===== src/rtl/status_led_arbiter.sv =====
// ============================================================================
// status_led_arbiter : front-panel LED arbiter, error blink > activity > heartbeat
// Revision: 1.0
// ============================================================================
`default_nettype none

module status_led_arbiter #(
    parameter int TICK_DIV  = 2500000,
    parameter int ON_TICKS  = 10,
    parameter int OFF_TICKS = 10,
    parameter int GAP_TICKS = 40,
    parameter int ACT_TICKS = 5
) (
    input  logic       clk,
    input  logic       rst_n,
    input  logic [1:0] hb_leds,
    input  logic       act_pulse,
    input  logic       err_req,
    input  logic [3:0] err_code,
    output logic       err_busy,
    output logic [1:0] leds
);

    localparam int PW     = $clog2(TICK_DIV) + 1;
    localparam int AW     = $clog2(ACT_TICKS) + 1;
    localparam int PH_MAX = (ON_TICKS > OFF_TICKS)
                          ? ((ON_TICKS  > GAP_TICKS) ? ON_TICKS  : GAP_TICKS)
                          : ((OFF_TICKS > GAP_TICKS) ? OFF_TICKS : GAP_TICKS);
    localparam int FW     = $clog2(PH_MAX) + 1;

    localparam logic [PW-1:0] C_TICK_LAST = PW'(TICK_DIV - 1);
    localparam logic [FW-1:0] C_ON        = FW'(ON_TICKS);
    localparam logic [FW-1:0] C_OFF       = FW'(OFF_TICKS);
    localparam logic [FW-1:0] C_GAP       = FW'(GAP_TICKS);
    localparam logic [AW-1:0] C_ACT       = AW'(ACT_TICKS);

    typedef enum logic [1:0] {
        ST_IDLE = 2'd0,
        ST_ON   = 2'd1,
        ST_OFF  = 2'd2,
        ST_GAP  = 2'd3
    } state_t;

    state_t          state_q,  state_d;
    logic [PW-1:0]   presc_q,  presc_d;
    logic [AW-1:0]   act_q,    act_d;
    logic [FW-1:0]   phase_q,  phase_d;
    logic [3:0]      blinks_q, blinks_d;
    logic [1:0]      leds_q,   leds_d;

    logic            w_tick;
    logic            w_start;
    logic            w_phase_last;

    assign w_tick       = (presc_q == C_TICK_LAST);
    assign w_start      = err_req && (err_code != 4'd0);
    // <=1 rather than ==1 so a stray zero count can never park the FSM
    assign w_phase_last = w_tick && (phase_q <= FW'(1));

    always_comb begin
        state_d  = state_q;
        phase_d  = phase_q;
        blinks_d = blinks_q;
        presc_d  = w_tick ? '0 : presc_q + PW'(1);

        if (act_pulse) begin
            act_d = C_ACT;
        end else if (w_tick && (act_q != '0)) begin
            act_d = act_q - AW'(1);
        end else begin
            act_d = act_q;
        end

        if (w_tick && (phase_q != '0)) begin
            phase_d = phase_q - FW'(1);
        end

        case (state_q)
            ST_IDLE: begin
                if (w_start) begin
                    state_d  = ST_ON;
                    phase_d  = C_ON;
                    blinks_d = err_code;
                    presc_d  = '0;
                end
            end
            ST_ON: begin
                if (w_phase_last) begin
                    state_d = ST_OFF;
                    phase_d = C_OFF;
                end
            end
            ST_OFF: begin
                if (w_phase_last) begin
                    if (blinks_q > 4'd1) begin
                        state_d  = ST_ON;
                        phase_d  = C_ON;
                        blinks_d = blinks_q - 4'd1;
                    end else begin
                        state_d = ST_GAP;
                        phase_d = C_GAP;
                    end
                end
            end
            ST_GAP: begin
                // Repeat starts on a tick boundary already, so the prescaler runs on
                if (w_phase_last) begin
                    if (w_start) begin
                        state_d  = ST_ON;
                        phase_d  = C_ON;
                        blinks_d = err_code;
                    end else begin
                        state_d = ST_IDLE;
                        phase_d = '0;
                    end
                end
            end
            default: begin
                state_d = ST_IDLE;
                phase_d = '0;
            end
        endcase

        case (state_q)
            ST_ON:          leds_d = 2'b11;
            ST_OFF, ST_GAP: leds_d = 2'b00;
            default:        leds_d = (act_q != '0) ? 2'b01 : hb_leds;
        endcase
    end

    always_ff @(posedge clk or negedge rst_n) begin
        if (!rst_n) begin
            state_q  <= ST_IDLE;
            presc_q  <= '0;
            act_q    <= '0;
            phase_q  <= '0;
            blinks_q <= '0;
            leds_q   <= 2'b00;
        end else begin
            state_q  <= state_d;
            presc_q  <= presc_d;
            act_q    <= act_d;
            phase_q  <= phase_d;
            blinks_q <= blinks_d;
            leds_q   <= leds_d;
        end
    end

    assign err_busy = (state_q != ST_IDLE);
    assign leds     = leds_q;

endmodule

`default_nettype wire


===== config.mk =====
export PLATFORM = sky130hd
export DESIGN_NAME = status_led_arbiter
export DESIGN_NICKNAME = d
export VERILOG_FILES = /design/src/rtl/status_led_arbiter.sv
export SDC_FILE = /design/constraint.sdc
export NUM_CORES = 1
export LEC_CHECK = 0
export ABC_AREA = 1
export CORE_MARGIN = 4
export CORE_UTILIZATION = 50
export DETAILED_ROUTE_END_ITERATION = 10
export PLACE_DENSITY = 0.68
export SLEW_MARGIN = 20
export SYNTH_ARGS = -nofsm -noshare
export SYNTH_HDL_FRONTEND = slang
export SYNTH_SLANG_ARGS = --single-unit

===== constraint.sdc =====
create_clock -name clk -period 4.3 [get_ports clk]
set_input_delay 0.645 -clock clk [delete_from_list [all_inputs] [get_ports clk]]
set_output_delay 0.645 -clock clk [all_outputs]
set_load 0.05 [all_outputs]

# After elaboration in Yosys (flattened, before gate mapping)
# Cells that the tools add are included.
dict set report op_classes {
  mux 27
  eq_ne 9
  reduce_logical 14
  add_sub_neg 4
  magnitude_cmp 2
}
# operator count
set ops {}
lappend ops {{23-bit 2-to-1 mux} 3}
lappend ops {{7-bit 2-to-1 mux} 5}
lappend ops {{4-bit 2-to-1 mux} 7}
lappend ops {{7-bit one-hot mux with 4 select lines} 1}
lappend ops {{23-bit by 1-bit adder with 23-bit output (second input constant)} 1}
lappend ops {{23-bit by 22-bit equality test with 1-bit output (second input constant)} 1}
lappend ops {{2-bit 2-to-1 mux} 6}
lappend ops {{4-bit one-hot mux with 3 select lines} 1}
lappend ops {{2-bit != test (second input constant)} 5}
lappend ops {{2-bit one-hot mux with 4 select lines} 1}
lappend ops {{4-bit AND reduction} 2}
lappend ops {{4-bit nonzero test} 2}
lappend ops {{4-bit by 1-bit subtractor with 4-bit output (second input constant)} 2}
lappend ops {{7-bit by 1-bit less-or-equal comparator with 1-bit output (second input constant)} 1}
lappend ops {{7-bit nonzero test} 1}
lappend ops {{7-bit by 1-bit subtractor with 7-bit output (second input constant)} 1}
lappend ops {{6-bit 2-to-1 mux} 1}
lappend ops {{2-bit equality test (second input constant)} 2}
lappend ops {{4-bit by 1-bit > comparator with 1-bit output (second input constant)} 1}
lappend ops {{1-bit logical AND} 4}
lappend ops {{2-bit one-hot mux with 2 select lines} 1}
lappend ops {{2-bit nonzero test} 2}
lappend ops {{3-bit nonzero test} 1}
lappend ops {{2-bit by 1-bit equality test with 1-bit output (second input constant)} 1}
lappend ops {{other kinds (3)} 3}
dict set report totals {
  reg_bits 42
  wordCells 62
  out_inout_bits 3
}

# Depth between registers and ports, before layout
dict set report depth {
  ltp_word 5
  ltp_mapped 11
  depth_no_buf 11
}

# Least setup slack after synthesis
# OpenSTA, ideal clock, no wires.
dict set report synth_path {
  path_kind {register -> output}
  startpoint {register state_q[0]}
  endpoint {output port err_busy}
  stages_incl_launch_ff 3
  t_arrival_ns 0.926
  setup_slack_ns 2.729
  path_cell_list {dfrtp_1 > nor2_1 > inv_1}
}
dict set report synth_between {
  elab_chain_cells 1
}
# element line_no
set synth_lines {}
lappend synth_lines {{start, declared} 44} ;# state_t state_q, state_d;
lappend synth_lines {{start signal, assigned} 140} ;# state_q <= state_d;
lappend synth_lines {{2-bit nonzero test} 149} ;# assign err_busy = (state_q != ST_IDLE);
lappend synth_lines {{end, declared} 20} ;# output logic err_busy,
# Every way passes these cells.

# Worst setup path after layout
# Ends and elaborated chain as after synthesis.

==> summary.md <==
| Metric | Value |
|---|---|
| Area Overhead vs Synth | `10.5%` |
| # IOs | `13` |
| Simple-gate share of the synthesized area | `0.378` |
| Final-layout fill cell count | `507` |
| Syn avg cell area | `7.35 um2` |
| Final Util | `0.568` |
| Placeable core area | `5070 um2` |
| Net Count, Synth | `373` |
| Post-Syn Area | `2610 um2` |
| Detailed Route WL | `5060 um` |
| CP endpoint kind | `output port` |
| CTS root buffer | `clkbuf_8` |
| Post-CTS Setup Inserts | `0` |
| Initial core utilization | `0.514` |
| Asr flop ratio synth | `1.00` |
| Power Density | `230 nW/um2` |
| Minimum clock period | `2.57 ns` |
| HP Start | `presc_q[0]$_DFF_PN0_` |
| Top cell family by delay on the critical path | `buffers and inverters` |
| CP max stage delay | `0.83 ns` |
| Most frequent cells in the layout | `nand2_1 (78), nor2_1 (66), inv_1 (47)` |
| Cells resized by post-CTS repair | `0` |
| Share of cells above drive strength 1 | `0.0914` |
| Clock-pin slew on the worst setup and hold paths | `0.08 ns` |
| Total GRT Usage | `0.180` |
| Worst Reg-to-Reg Cells | `10` |
| Fmax | `390 MHz` |
| Max Root-Sink Buffers | `2` |
| Ys flop type | `dfrtp_1` |
| Outcome | `finished, final reports clean` |
| Clk_lat worst skew | `0.29 ns` |
| Initial antenna violation count | `0` |
| Chip height | `80.3 um` |
| CP max-delay cell | `clkdlybuf4s50_1` |
| First-pass GRT wire length | `9110 um` |
| Worst Setup SP | `state_q[0]$_DFFE_PN0P_` |
| Reported max-cap violation count | `0` |
| Hold Vio Cnt, Final | `0` |
| Post-CTS Hold Buffers | `0` |
| Drt pass-1 iters | `4` |
| Worst setup endpoint | `err_busy` |
| Leakage | `1.36 nW` |
| RR Startpoint | `presc_q[0]$_DFF_PN0_` |
| H-tree depth | `2` |
| R2r endpoint | `presc_q[17]$_DFF_PN0_` |
| Worst EP arrival | `1.92 ns` |
| Distinct cells, synth | `30` |
| CTS tree | `done` |
| Critical Path Stages | `3` |
| Grt total ovfl | `0` |
| Ys Warns | `0` |
| Worst Hold Class | `flip-flop to flip-flop` |
| Largest net degree at the start of global routing | `43` |
| IO buf count | `12` |
| Overall via count from detail_route | `2158` |
| Fin worst setup slack | `1.73 ns` |
| Mux cell area share after synthesis | `0` |
| Synth Area in Adders | `0.0384` |
| Setup total negative slack | `0 ns` |
| Synthesized flop and latch total | `42` |
| Unrepaired setup endpoints after global routing | `false` |
| Total Power | `0.000665 W` |
| Syn Inst Count | `355` |
| Buf/Inv on CP | `2` |
| Share of the clock period used by the worst path | `0.597` |
| Xor/xnor share of the synthesized area | `0.0403` |
| Rows | `26` |
| Post-synthesis sequential area ratio | `0.403` |
| EDFF count, synth | `0` |
| TritonCTS Sinks | `42` |
| Antenna cells | `0` |
| Most common cell after layout, fill and taps aside | `nand2_1` |
| Vias in the first global route | `2037` |
| Nets | `391` |
| Maximum vdd drop | `119 uV` |
| Pins Over Slew Limit | `0` |
| Peak fanout along the critical path | `7` |
| R2r setup slk | `2.40 ns` |
| Die width | `80.3 um` |
| Drt first-iter violations | `120` |
| Number of remaining DRC errors | `0` |
| Final setup viols | `0` |
| Crit-path cells | `nor2_1 > inv_1 > clkdlybuf4s50_1` |
| Slew headroom | `0.374` |
| RePlAce Congestion | `0.862` |
| Final ANT Viol Nets | `0` |
| Die Area | `6440 um2` |
| Vias per inst | `4.88` |
| Sequential cell area | `1050 um2` |
| Setup CP Type | `flip-flop to output port` |
| Setup Skew | `0.00582 ns` |
| WP data required | `3.65 ns` |
| HPWL Detailed | `3850 um` |
| Drt wl/cell | `11.5 um` |
| Pre-CTS setup slack | `2.01 ns` |
| Largest family of logic cells by synthesized area | `simple AND/OR/NAND/NOR gates` |
| Final hold slack | `0.469 ns` |
| Multi-input logic area | `1350 um2` |
| Synth Area in Compound Gates | `0.0614` |
| Setup crit start kind | `flip-flop` |
| CTS Buf Count | `5` |
| Tightest Pin Transition | `0.939 ns` |
## state kept, by name (all words and copies together) (netlist names)
| signal | flops |
|---|---|
| state_q | 2 |
| blinks_q | 4 |
| act_q | 4 |
| leds | 2 |
| phase_q | 7 |
| presc_q | 23 |
## Yosys cell counts (3+ instances only)
| library cell | number | area, um2 |
|---|---|---|
| a21oi_1 | 4 | 20.0 |
| dfrtp_1 | 42 | 1050 |
| ha_1 | 8 | 100 |
| inv_1 | 47 | 176 |
| nand2_1 | 78 | 293 |
| nand2_2 | 7 | 43.8 |
| nand3_1 | 24 | 120 |
| nand4_1 | 9 | 56.3 |
| nor2_1 | 66 | 248 |
| nor2_2 | 4 | 25.0 |
| nor2_4 | 3 | 33.8 |
| nor3_1 | 17 | 85.1 |
| o21ai_0 | 15 | 75.1 |
| xor2_1 | 11 | 96.3 |
## how the worst min path moves through the flow
| stage | end | slack, ns | cells past startpoint |
|---|---|---|---|
| 6_report | presc_q[0]$_DFF_PN0_ | 0.47 | 1 |
| 5_1_grt | presc_q[0]$_DFF_PN0_ | 0.52 | 1 |
| 4_1_cts | presc_q[0]$_DFF_PN0_ | 0.48 | 1 |
| 3_5_place_dp | presc_q[0]$_DFF_PN0_ | 0.47 | 1 |
| 3_3_place_gp | presc_q[0]$_DFF_PN0_ | 0.45 | 1 |
| 2_1_floorplan | act_q[0]$_DFFE_PN0P_ | 0.35 | 0 |
## final cells by class
type                            instances  share of cell area
Multi-Input combinational cell        261               0.469
Sequential cell                        42               0.364
Inverter                               51              0.0677
Timing Repair Buffer                   12              0.0399
Tap cell                               70              0.0304
Clock buffer                            6              0.0286
## metal layers
layer,up-vias,part of all wire,GRT usage,wire length (um)
met5,-,0,0,0
met3,4,0.029,0.0381,147
met2,31,0.46,0.279,2310
met4,0,0.011,0.0557,57
li1,1150,-,-,-
met1,973,0.50,0.251,2540
## cell families (layout without fill, tap and decap cells)
family | Yosys count | count (layout)
flip-flops | 42 | 42
XOR/XNOR | 12 | 12
AND/OR/NAND/NOR | 216 | 216
AO/OA/AOI/OAI | 25 | 25
buffers and inverters | 52 | 69
adder cells (fa/ha/maj) | 8 | 8
## per-stage QoR
stage | instances | cell area, um2
3_3_place_gp | 436 | 2800
2_1_floorplan | 355 | 2610
5_1_grt | 442 | 2880
6_report | 442 | 2880
3_5_place_dp | 436 | 2800
4_1_cts | 442 | 2880
## report_power, final
part	switching, W	leakage, nW	total [W]	internal, W
Combinational	0.0000117	0.797	0.0000192	0.00000749
Clock	0.000127	0.0431	0.000251	0.000124
Sequential	0.0000000000154	0.520	0.000395	0.000395
(Power assumes the default switching activity.)
